[src/rtl/disp_pkg.sv]
`default_nettype none
// ============================================================================
// Package  : disp_pkg
// Brief    : Shared FSM state type and seven-segment constants for the feeder.
// Revision : 1.0
// ============================================================================
package disp_pkg;

    typedef enum logic [0:0] {
        IDLE = 1'b0,
        CONV = 1'b1
    } state_t;

    localparam logic [7:0] SEG_BLANK = 8'hFF;

    // Active-low {g,f,e,d,c,b,a}; entry 0 is the least significant slice.
    localparam logic [15:0][6:0] SEG_TABLE = {
        7'b0001110,  // F
        7'b0000110,  // E
        7'b0100001,  // d
        7'b1000110,  // C
        7'b0000011,  // b
        7'b0001000,  // A
        7'b0010000,  // 9
        7'b0000000,  // 8
        7'b1111000,  // 7
        7'b0000010,  // 6
        7'b0010010,  // 5
        7'b0011001,  // 4
        7'b0110000,  // 3
        7'b0100100,  // 2
        7'b1111001,  // 1
        7'b1000000   // 0
    };

endpackage
`default_nettype wire

[src/rtl/hex_to_sseg.sv]
`default_nettype none
// ============================================================================
// Module   : hex_to_sseg
// Brief    : Combinational hex nibble to active-low seven-segment pattern.
// Revision : 1.0
// ============================================================================
module hex_to_sseg
    import disp_pkg::*;
(
    input  logic [3:0] hex,
    output logic [6:0] sseg
);

    assign sseg = SEG_TABLE[hex];

endmodule
`default_nettype wire

[src/rtl/hex_disp_feeder.sv]
`default_nettype none
// ============================================================================
// Module   : hex_disp_feeder
// Brief    : Accepts a 4-digit hex word, encodes one digit per cycle into a
//            shadow bank, then publishes all four digits in a single edge.
// Revision : 1.0
// ============================================================================
module hex_disp_feeder
    import disp_pkg::*;
#(
    parameter int N = 29,
    parameter int B = 27
) (
    input  logic         clk,
    input  logic         rst,
    input  logic         load_valid,
    output logic         load_ready,
    input  logic [15:0]  load_data,
    input  logic [3:0]   dp,
    input  logic         blank_lz,
    input  logic [3:0]   blink_en,
    output logic [7:0]   in3,
    output logic [7:0]   in2,
    output logic [7:0]   in1,
    output logic [7:0]   in0,
    output logic [N-1:0] counter
);

    state_t       state;
    logic         ready_q;
    logic [1:0]   idx;
    logic [15:0]  data_q;
    logic [3:0]   dp_q;
    logic         blank_q;
    logic         higher_zero;
    logic [7:0]   shadow3;
    logic [7:0]   shadow2;
    logic [7:0]   shadow1;
    logic [7:0]   disp3;
    logic [7:0]   disp2;
    logic [7:0]   disp1;
    logic [7:0]   disp0;
    logic [B-1:0] blink_cnt;

    logic [3:0]   cur_hex;
    logic [6:0]   cur_seg;
    logic         cur_zero;
    logic         cur_blank;
    logic [7:0]   cur_code;
    logic         blink_phase;

    always_comb begin
        cur_hex = data_q[3:0];
        case (idx)
            2'd3:    cur_hex = data_q[15:12];
            2'd2:    cur_hex = data_q[11:8];
            2'd1:    cur_hex = data_q[7:4];
            default: cur_hex = data_q[3:0];
        endcase
    end

    hex_to_sseg u_hex_to_sseg (
        .hex  (cur_hex),
        .sseg (cur_seg)
    );

    // Digit 0 is never blanked so a value of zero still shows a single "0".
    assign cur_zero  = (cur_hex == 4'h0);
    assign cur_blank = blank_q && (idx != 2'd0) && cur_zero && higher_zero;
    assign cur_code  = cur_blank ? SEG_BLANK : {~dp_q[idx], cur_seg};

    always_ff @(posedge clk or negedge rst) begin
        if (!rst) begin
            state       <= IDLE;
            ready_q     <= 1'b1;
            idx         <= 2'd3;
            data_q      <= '0;
            dp_q        <= '0;
            blank_q     <= 1'b0;
            higher_zero <= 1'b1;
            shadow3     <= SEG_BLANK;
            shadow2     <= SEG_BLANK;
            shadow1     <= SEG_BLANK;
            disp3       <= SEG_BLANK;
            disp2       <= SEG_BLANK;
            disp1       <= SEG_BLANK;
            disp0       <= SEG_BLANK;
        end else begin
            case (state)
                IDLE: begin
                    if (load_valid) begin
                        state       <= CONV;
                        ready_q     <= 1'b0;
                        idx         <= 2'd3;
                        data_q      <= load_data;
                        dp_q        <= dp;
                        blank_q     <= blank_lz;
                        higher_zero <= 1'b1;
                    end
                end
                CONV: begin
                    higher_zero <= higher_zero & cur_zero;
                    case (idx)
                        2'd3: shadow3 <= cur_code;
                        2'd2: shadow2 <= cur_code;
                        2'd1: shadow1 <= cur_code;
                        default: begin
                            // Last digit bypasses the shadow so all four land together.
                            disp3   <= shadow3;
                            disp2   <= shadow2;
                            disp1   <= shadow1;
                            disp0   <= cur_code;
                            state   <= IDLE;
                            ready_q <= 1'b1;
                        end
                    endcase
                    if (idx != 2'd0) begin
                        idx <= idx - 2'd1;
                    end
                end
                default: begin
                    state   <= IDLE;
                    ready_q <= 1'b1;
                end
            endcase
        end
    end

    always_ff @(posedge clk or negedge rst) begin
        if (!rst) begin
            counter   <= '0;
            blink_cnt <= '0;
        end else begin
            counter   <= counter + N'(1);
            blink_cnt <= blink_cnt + B'(1);
        end
    end

    assign load_ready  = ready_q;
    assign blink_phase = blink_cnt[B-1];

    assign in3 = (blink_en[3] && blink_phase) ? SEG_BLANK : disp3;
    assign in2 = (blink_en[2] && blink_phase) ? SEG_BLANK : disp2;
    assign in1 = (blink_en[1] && blink_phase) ? SEG_BLANK : disp1;
    assign in0 = (blink_en[0] && blink_phase) ? SEG_BLANK : disp0;

endmodule
`default_nettype wire

[config.mk]
export PLATFORM = sky130hd
export DESIGN_NAME = hex_disp_feeder
export DESIGN_NICKNAME = d
export VERILOG_FILES = /design/src/rtl/disp_pkg.sv /design/src/rtl/hex_to_sseg.sv /design/src/rtl/hex_disp_feeder.sv
export SDC_FILE = /design/constraint.sdc
export NUM_CORES = 1
export LEC_CHECK = 0
export BUFFER_PORTS_ARGS = -buffer_cell sky130_fd_sc_hd__buf_2
export CORE_ASPECT_RATIO = 0.5
export CORE_UTILIZATION = 35
export CTS_CLUSTER_DIAMETER = 60
export DETAILED_ROUTE_END_ITERATION = 8
export PLACE_DENSITY = 0.55
export SYNTH_ARGS = -nofsm -noshare
export SYNTH_HDL_FRONTEND = slang
export SYNTH_SLANG_ARGS = --single-unit
[constraint.sdc]
create_clock -name clk -period 7.59 [get_ports clk]
set_clock_uncertainty 0.05 [all_clocks]
set_input_delay 1.518 -clock clk [delete_from_list [all_inputs] [get_ports clk]]
set_output_delay 1.518 -clock clk [all_outputs]
set_load 0.01 [all_outputs]
* After elaboration in Yosys (flattened, before gate mapping)
Memories as Yosys holds them, arrays and structs flattened. Index checks and enable logic that the tools add are counted.
Word-level totals: register bits after elaboration 138, latch bits 0, bits in writable memories 0, ROM bits 112, input bits 28, output and inout bits 62, word-level logic and storage cells 69, memories kept 1
Operators by class: $add $sub $neg 3, $mul 0, divide/modulo/power cells 0, magnitude comparators 2, equal/unequal tests 6, shift operators 0, muxes and demuxes 20, bitwise operators 4, reduce and logical (&&, ||, !) cells 17
Memories:
- (name not given) | words 16, width 7, read ports 1, clocked after memory_dff 0, write ports 0, line hex_to_sseg.sv:14 | assign sseg = SEG_TABLE[hex];
Operators by type and width (number):
- 8-bit two-way mux | 5
- 29-bit by 1-bit adder with 29-bit output, second input constant | 1
- 27-bit by 1-bit adder with 27-bit output, second input constant | 1
- 2-bit AND reduction | 7
- 4-bit case mux with 3 select lines | 1
- 1-bit logical AND | 7
- 7-bit two-way mux | 1
- 1-bit two-way mux | 6
- 1-bit case mux with 2 select lines | 3
- 4-bit by 5-bit < comparator with 1-bit output, second input constant | 1
- 2-bit equality test, second input constant | 2
- 4-bit logical NOT | 1
- 2-bit two-way mux | 2
- 2-bit inequality test, second input constant | 2
- 2-bit case mux with 2 select lines | 1
- 2-bit by 3-bit < comparator with 1-bit output, second input constant | 1
- 1-bit NOT | 3
- 3-bit OR reduction | 1
- 1-bit binary-select mux with 2-bit select | 1
- 2-bit by 1-bit equality test with 1-bit output, second input constant | 1
- 2-bit by 1-bit inequality test with 1-bit output, second input constant | 1
- 2-bit nonzero test | 1
- 2-bit by 1-bit subtractor with 2-bit output, second input constant | 1
- 1-bit AND | 1

* Logic depth before layout (Yosys ltp)
Gate-level depths: netlist of run 1.
depth in word-level cells 6, depth in mapped cells 11, mapped depth without buffers 11

* Cells and area by module
A second synthesis of run 1 with hierarchy kept.
Second synthesis, totals: cells, all modules 519, area, all modules 6294.8 um2
Modules (own cells, without submodules):
- hex_disp_feeder | instances 1, cells each 488, area each 6042.0 um2, sequential area each 3528.4 um2
- hex_to_sseg | instances 1, cells each 31, area each 252.7 um2, sequential area each 0.0 um2

* Worst setup path after synthesis of run 1
No wires, ideal clock.
path type input-to-output, start point in blink_en[0], end point out in0[0], arrival 1.795 ns, required time 6.022 ns, slack 4.227 ns, cell stages on the path 2, path buffers 0, path through nand2_1 > nand2b_1
On the way: word-level cells in the longest chain between the ends 2
Ends and longest elaborated chain:
- start, declared | line hex_disp_feeder.sv:21 | input logic [3:0] blink_en,
- 1-bit logical AND | line hex_disp_feeder.sv:145 | assign in0 = (blink_en[0] && blink_phase) ? SEG_BLANK : disp0;
- 8-bit two-way mux | line hex_disp_feeder.sv:145
- end, declared | line hex_disp_feeder.sv:25 | output logic [7:0] in0,
Every way passes these cells.

* Worst setup path in the final report of run 1
start point in blink_en[0], end point out in0[2]
The elaborated chain is that of the path after synthesis.

==> impl_metrics.json, run 1 <==
{
  "clock-sinks": 138,
  "vias_per_cell": 4.740,
  "antenna_left": 0,
  "start_util_pct": 36.58,
  "p_leak_nw": 3.466,
  "worstHoldPathType": "reg2reg",
  "core_mm2": 0.01676,
  "via_count": 4015,
  "yosysWarnings": 0,
  "slew-limit-headroom_pct": 27.46,
  "fmax_mhz": 267.6,
  "syn_to_final_growth_pct": 21.49,
  "period_minus_slack_ps": 3737,
  "gr-usage-all-layers_pct": 15.23,
  "crit_type": "in2out",
  "clk_latency_ps": 410,
  "period_share_pct": 49.24,
  "worstPathRequired_ps": 6020,
  "placed_area_mm2": 0.006832,
  "syn_inst": 511,
  "ctsResizeCount": 0,
  "worst_setup_path_end_kind": "output pin",
  "peakVddDrop_mv": 0.1884,
  "ys_seq_area_share_pct": 57.54,
  "fillers": 1557,
  "fin_nets": 646,
  "synth_top_area_cell": "dfrtp_1",
  "grt_max_degree": 86,
  "whs_ps": 403.4,
  "remaining_drc_errors": 0,
  "die_x_um": 189.2,
  "hold_buffers": 0,
  "crit_fanout": 8,
  "die_area_mm2": 0.01809,
  "syn_nets": 550,
  "std_cell_rows": 33,
  "avgSynthCellArea_um2": 12.00,
  "grt_pass1_vias": 4098,
  "synth_edf_count": 0,
  "netlist-cell-type-count": 41,
  "maxCapViolCount": 0,
  "async_flop_share_pct": 100.0,
  "firstDrtPassIters": 5,
  "setup_tns_ps": 0,
  "power_mw": 3.073,
  "port_buffers": 89,
  "clkTransAtPathRegs_ps": 50,
  "path_common_cell": "buf_2",
  "cts_root_buffer": "clkbuf_16",
  "dp_hpwl_mm": 8.399,
  "clockBufferDepth": 2,
  "rsz0062_at_grt": "false",
  "crit_chain": "buf_2, nand2_1, nand2b_1, buf_2",
  "drive_gt1_share_pct": 39.68,
  "cts_setup_buffers": 0,
  "cp.arrival_ps": 2170,
  "worst-path-buf-inv": 2,
  "synth_top_flop_cell": "dfrtp_1",
  "cts_tree": "built",
  "slew_viol_final": 0,
  "max_stage_delay_ps": 310,
  "routed_wl_mm": 12.46,
  "power_density_mw_per_mm2": 412.5,
  "drtIter0Drc": 160,
  "cts.htree.levels": 4,
  "n_antenna_cell": 0,
  "design_area_mm2": 0.007450,
  "status": "finished clean",
  "cts_buffers": 17,
  "hold_violations": 0,
  "synthTopCellsByArea": "dfrtp_1, dfstp_2, mux2_2",
  "synth_top_area_share_pct": 31.83,
  "ios": 90,
  "post-synth-top-count-cell": "dfrtp_1",
  "synth_area_mm2": 0.006132,
  "synth_seq_cells": 138,
  "wire_per_inst_um": 14.71,
  "synthTopCellsByCount": "dfrtp_1, dfstp_2, mux2_2, nand2_1, xnor2_1",
  "routabilityCongestion": 0.7844,
  "worst_pin_slew_ps": 1083,
  "cp-start-kind": "input pin",
  "slowest_stage": "nand2_1",
  "setup_viol": 0,
  "die_h_um": 95.60,
  "critPathTopFamily": "simple AND/OR/NAND/NOR gates",
  "grt_pass1_wl_mm": 21.16,
  "antenna_found_initial": 0,
  "overflow": 0
}
cells in the final DEF (no fill, tap or decap), types with 5 or more instances in the layout:
cell        n
buf_2      88
dfrtp_1    78
dfstp_2    60
mux2_2     59
nand2_1    58
xnor2_1    34
nand2b_1   33
clkbuf_16  20
xor2_1     19
o21ai_0    19
nor2_1     16
nand4_1    15
nand3_1    13
inv_1      12
and3_1     12
ha_1       11
a21oi_1     9
nor3_1      5
a31oi_1     5
routing by layer:
metal,GRT usage (%),routed length [um],part of all wire (%)
met1,20.84,6237,50
met2,23.38,5615,45
met3,3.239,382,3.1
met4,6.788,226,1.8
met5,0,0,0
cell type report:
cell class                 count  area (um2)  area share, %
timing repair buffer          91       466.7          6.265
tap                          227       284.0          3.813
clock inverter                 4       47.55         0.6382
clock buffer                  28       570.5          7.659
inverter                      13       48.80         0.6550
multi-input combinational    346        2504          33.61
sequential                   138        3528          47.36
registers in the layout (all words and copies together) (netlist names), 4 cells and up:
signal / cells
shadow2: 8
disp3: 8
counter: 29
disp2: 8
shadow1: 8
disp0: 8
data_q: 16
blink_cnt: 27
disp1: 8
shadow3: 8
dp_q: 4
worst reg2reg max path, stage by stage (launching register included):
cell	delay, ps
dfstp_2	600
inv_1	80
ha_1	370
inv_2	230
mux2_2	430
inv_1	130
ha_1	210
inv_1	70
a211oi_1	340
a211oi_1	130
a31oi_1	340
mux2_2	230
metrics by stage:
stage                     utilization (%)  cells  worst slack (ps)
after global routing                44.44    847              3761
final                               44.44    847              3853
after global placement              40.75    815              3805
after floorplan                         -    511              4227
after CTS                           44.44    847              3792
after detailed placement            40.75    815              3794
report_power, final:
part | switching, mW | internal (mW)
Combinational | 0.585 | 0.470
Clock | 0.310 | 0.545
Sequential | 0.116 | 1.05
Total | 1.01 | 2.06
path summary, 6_finish.rpt:
path | from | end | slack [ps] | depth (start not counted)
setup / recovery | blink_en[0] | in0[2] | 3850 | 4
hold / removal | blink_cnt[0] | blink_cnt[0] | 400 | 1
setup reg to reg | idx[0] | shadow3[3] | 4340 | 11
hold reg to reg | blink_cnt[0] | blink_cnt[0] | 400 | 1
max in group asynchronous | rst | blink_cnt[21] | 5200 | 2
min in group asynchronous | rst | blink_cnt[15] | 1110 | 1
cell families after synthesis:
kind of cell	count (synthesis)	share of synthesized area, %
multiplexers	62	11.53
buffers and inverters	27	1.714
AND/OR/NAND/NOR	167	13.81
flip-flops	138	57.54
AO/OA/AOI/OAI	53	5.591
XOR/XNOR	53	7.570
adder cells (fa/ha/maj)	11	2.244
No activity file was read; power rests on OpenSTA's default activity.
==> inputs of run 2 (changes only) <==
clock period = 3.8 ns   (was 7.59 ns; I/O delays follow)
==> impl_metrics.json, run 2 (synthesized netlist as in run 1, its figures left out) <==
{
  "grt_pass1_vias": 4038,
  "core_mm2": 0.01676,
  "crit_fanout": 13,
  "cts_tree": "built",
  "setup_tns_ps": 0,
  "wire_per_inst_um": 14.85,
  "fin_util_pct": 44.72,
  "die_area_mm2": 0.01809,
  "worst_pin_slew_ps": 1066,
  "cts.htree.levels": 4,
  "slew_viol_final": 0,
  "regMostFlops": "counter",
  "syn_to_final_growth_pct": 22.24,
  "peakVddDrop_mv": 0.3648,
  "clkTransAtPathRegs_ps": 60,
  "grt_max_degree": 86,
  "clk_latency_ps": 410,
  "instances_no_fill": 851,
  "final_common_cell": "buf_2",
  "path_common_cell": "inv_1",
  "std_cell_rows": 33,
  "antenna_left": 0,
  "worstPathRequired_ps": 4100,
  "slowest_stage": "dfstp_2",
  "worst-path-buf-inv": 4,
  "hold_violations": 0,
  "largest_registers": "counter x29, blink_cnt x27, data_q x16",
  "start_util_pct": 36.58,
  "crit_type": "reg2reg",
  "grt_pass1_wl_mm": 20.91,
  "cts_root_buffer": "clkbuf_16",
  "routabilityCongestion": 0.8822,
  "routed_wl_mm": 12.64,
  "r2r_slack_ps": 640,
  "n_antenna_cell": 0,
  "drive_gt1_share_pct": 40.22,
  "remaining_drc_errors": 0,
  "clock-sinks": 138,
  "port_buffers": 89,
  "period_minus_slack_ps": 3160,
  "antenna_found_initial": 0,
  "cts_setup_buffers": 0,
  "pre_cts_slack_ps": 743.6,
  "dp_hpwl_mm": 8.758,
  "ios": 90,
  "rsz0062_at_grt": "false",
  "cp-start-kind": "flop",
  "max_stage_delay_ps": 590,
  "dp.cells": 819,
  "slew-limit-headroom_pct": 28.60,
  "power_density_mw_per_mm2": 829.1,
  "worst_setup_path_end_kind": "flop",
  "hold_buffers": 0,
  "crit_chain": "inv_1, ha_1, inv_2, mux2_2, inv_1, ha_1, inv_1, a211oi_1, a211oi_1, a31oi_1, mux2_2",
  "ctsResizeCount": 0,
  "period_share_pct": 83.15,
  "drtIter0Drc": 157,
  "overflow": 0,
  "firstDrtPassIters": 4,
  "fmax_mhz": 316.5,
  "gr-usage-all-layers_pct": 15.07,
  "most-common-layout-cells": "buf_2, dfrtp_1, dfstp_2",
  "cp.arrival_ps": 3460,
  "timing.final.ws_setup_ps": 640.4,
  "worstHoldPathType": "in2async",
  "setup_viol": 0,
  "die_x_um": 189.2,
  "p_leak_nw": 3.490,
  "largest_reg_flops": 29,
  "vias_per_cell": 4.811,
  "maxCapViolCount": 0,
  "via_count": 4094,
  "fin_nets": 650,
  "die_h_um": 95.60,
  "clockBufferDepth": 2,
  "critPathTopFamily": "compound AO/OA/AOI/OAI gates",
  "status": "finished clean",
  "cts_buffers": 17
}
==> run 2: worst reg2reg max path: cells and delay by family, from the launching register on <==
kind / cells / cell delay (ps)
AOI/OAI and AO/OA: 3 / 760
adders and majority gates: 2 / 570
buffers and inverters: 4 / 500
DFF: 1 / 590
muxes: 2 / 650
==> run 2: area by class of cell <==
type                       instances  area [um2]
clock inverter                    12       170.2
multi-input combinational        346        2501
tap                              227       284.0
clock buffer                      20       466.7
fill                            1595        9268
timing repair buffer              95       496.7
sequential                       138        3528
inverter                          13       48.80
==> run 2: final timing paths <==
path / from / to / cells after the start
max reg2reg: idx[0] / shadow2[3] / 11
min reg2reg: blink_cnt[0] / blink_cnt[0] / 1
min: rst / blink_cnt[15] / 1
max: idx[0] / shadow2[3] / 11
min in group clk: blink_cnt[0] / blink_cnt[0] / 1
max in group asynchronous: rst / shadow3[2] / 2
==> run 2: metal layers <==
layer  track usage [%]  wire length, um  share of wire, %  up-vias
met5                 0                0                 0        -
met4             6.384              210               1.7        0
met3             3.975              518               4.1       20
met2             23.07             5703                45       84
met1             20.30             6205                49     2027
li1                  -                -                 -     1963
==> run 2: per-stage QoR <==
stage	total power [mW]	area [um2]	hold slack [ps]
4_1_cts	6.292	7496	391.8
2_1_floorplan	3.820	6132	371.4
3_3_place_gp	4.454	6859	399.4
5_1_grt	6.623	7496	415.5
6_report	6.215	7496	359.5
3_5_place_dp	4.482	6859	404.2
==> run 2: power by group <==
part	switching, mW	leakage (nW)	internal (mW)	total (mW)
Clock	0.620	0.307	1.15	1.77
Combinational	1.16	1.54	0.955	2.11
Sequential	0.243	1.64	2.09	2.34
==> inputs of run 3 (changes only) <==
PLACE_DENSITY = 0.57   (was 0.55)
clock period = 2.6 ns   (was 3.8 ns; I/O delays follow)
==> impl_metrics.json, run 3 (synthesized netlist as in run 1, its figures left out) <==
{
  "largest_registers": "counter x29, blink_cnt x27, data_q x16",
  "firstDrtPassIters": 7,
  "dp_hpwl_mm": 8.984,
  "grt_max_degree": 57,
  "cts_root_buffer": "clkbuf_16",
  "remaining_drc_errors": 0,
  "port_buffers": 89,
  "crit_fanout": 4,
  "period_minus_slack_ps": 2524,
  "fmax_mhz": 396.2,
  "routabilityCongestion": 0.8440,
  "cts.htree.levels": 4,
  "seq_power_share_pct": 33.8,
  "cp-start-kind": "flop",
  "clk_latency_ps": 410,
  "largest_reg_flops": 29,
  "p_clk_share_pct": 25.2,
  "start_util_pct": 36.58,
  "worstPathRequired_ps": 2880,
  "cts_buffers": 17,
  "die_area_mm2": 0.01809,
  "die_x_um": 189.2,
  "rsz0062_at_grt": "true",
  "combinationalPowerShare_pct": 41.0,
  "via_count": 4208,
  "swShare_pct": 32.86,
  "clock-sinks": 138,
  "antenna_left": 0,
  "clockBufferDepth": 2,
  "placed_area_mm2": 0.007064,
  "seq_area_mm2": 0.003528,
  "syn_to_final_growth_pct": 28.14,
  "clkTransAtPathRegs_ps": 70,
  "drtIter0Drc": 148,
  "grt_pass1_wl_mm": 21.47,
  "wire_per_inst_um": 14.81,
  "die_h_um": 95.60,
  "fin_nets": 682,
  "r2r_start": "idx[0]",
  "reg2regPathDepth": 11,
  "fin_util_pct": 46.87,
  "worst_setup_path_end_kind": "flop",
  "hold_violations": 0,
  "ios": 90,
  "r2r_end": "shadow2[3]",
  "r2r_slack_ps": 80,
  "vias_per_cell": 4.766,
  "crit_type": "reg2reg",
  "std_cell_rows": 33,
  "grt_pass1_vias": 4250,
  "overflow": 0,
  "cp.arrival_ps": 2810,
  "regMostFlops": "counter",
  "drive_gt1_share_pct": 45.73,
  "core_mm2": 0.01676,
  "most-common-layout-cells": "buf_2, dfrtp_1, dfstp_2",
  "slew-limit-headroom_pct": 60.84,
  "fillers": 1585,
  "cts_tree": "built",
  "hold_buffers": 0,
  "worstHoldPathType": "in2async",
  "slew_viol_final": 0,
  "whs_ps": 20.04,
  "setup_viol": 0,
  "timing.final.ws_setup_ps": 76.34,
  "p_leak_nw": 3.647,
  "n_antenna_cell": 0,
  "internal-power_mw": 6.759,
  "switchingPower_mw": 3.308,
  "antenna_found_initial": 0,
  "maxCapViolCount": 0,
  "status": "finished clean",
  "critPathCapture": "shadow2[3]",
  "power_density_mw_per_mm2": 1281,
  "cp-startpoint": "idx[0]",
  "pre_cts_slack_ps": -205.0,
  "peakVddDrop_mv": 0.6664,
  "multi_input_comb_area_mm2": 0.002608,
  "worst_pin_slew_ps": 582.1,
  "routed_wl_mm": 13.08,
  "final_common_cell": "buf_2",
  "design_area_mm2": 0.007858,
  "period_share_pct": 97.06,
  "gr-usage-all-layers_pct": 15.49
}
==> run 3: cell count changes in the layout (fill, tap and decap cells not counted), moves of 4 or more <==
cell	change
ha_1	-6
o21ai_0	-7
buf_4	+30
o21ai_1	+7
inv_1	-4
inv_2	+4
==> run 3: timing repair <==
action                     in CTS  in global routing
setup buffers                   2                  6
cloned                          0                  0
gates resized for setup        13                 19
pin swaps                       5                 10
setup endpoints to repair      26                 30
==> run 3: power by group through the flow <==
stage / Combinational [mW] / Clock (mW) / Sequential (mW)
after global placement: 3.55 / 0 / 3.44
final: 4.13 / 2.54 / 3.40
after global routing: 4.49 / 2.72 / 3.49
after detailed placement: 3.62 / 0 / 3.44
after floorplan: 2.30 / 0 / 3.29
after CTS: 3.79 / 2.60 / 3.41
==> run 3: area by class of cell <==
cell class / instances / area share (%)
sequential: 138 / 44.90
multi-input combinational: 346 / 33.18
timing repair buffer: 127 / 9.697
clock buffer: 23 / 6.210
tap: 227 / 3.615
clock inverter: 9 / 1.768
inverter: 13 / 0.6210
==> run 3: through the flow <==
stage | setup TNS [ps] | total power [mW] | cells
3_3_place_gp | -20.15 | 6.987 | 843
4_1_cts | 0 | 9.799 | 877
5_1_grt | -552.5 | 10.70 | 883
3_5_place_dp | -2786 | 7.061 | 843
6_report | 0 | 10.07 | 883
2_1_floorplan | 0 | 5.583 | 511
==> run 3: critical path: stages (launching register included) <==
cell and delay, ps:
dfstp_2 530, inv_2 40, ha_2 200, a222oi_1 350, mux2_4 250, inv_2 60
ha_2 180, inv_1 80, a211oi_2 50, a211oi_2 320, a31oi_4 60, mux2_2 270
==> run 3: routing by layer <==
metal	part of all wire, %	GRT usage [%]
met2	46	24.94
met1	49	20.21
met3	3.7	4.233
met4	1.2	5.511
met5	0	0
==> run 3: worst min-delay path by stage <==
stage	from	endpoint	slack, ps
after floorplan	rst	blank_q	170
after global placement	blink_cnt[0]	blink_cnt[0]	390
after detailed placement	blink_cnt[0]	blink_cnt[0]	390
after CTS	rst	blink_cnt[10]	30
after global routing	rst	blink_cnt[10]	50
final	rst	blink_cnt[15]	20
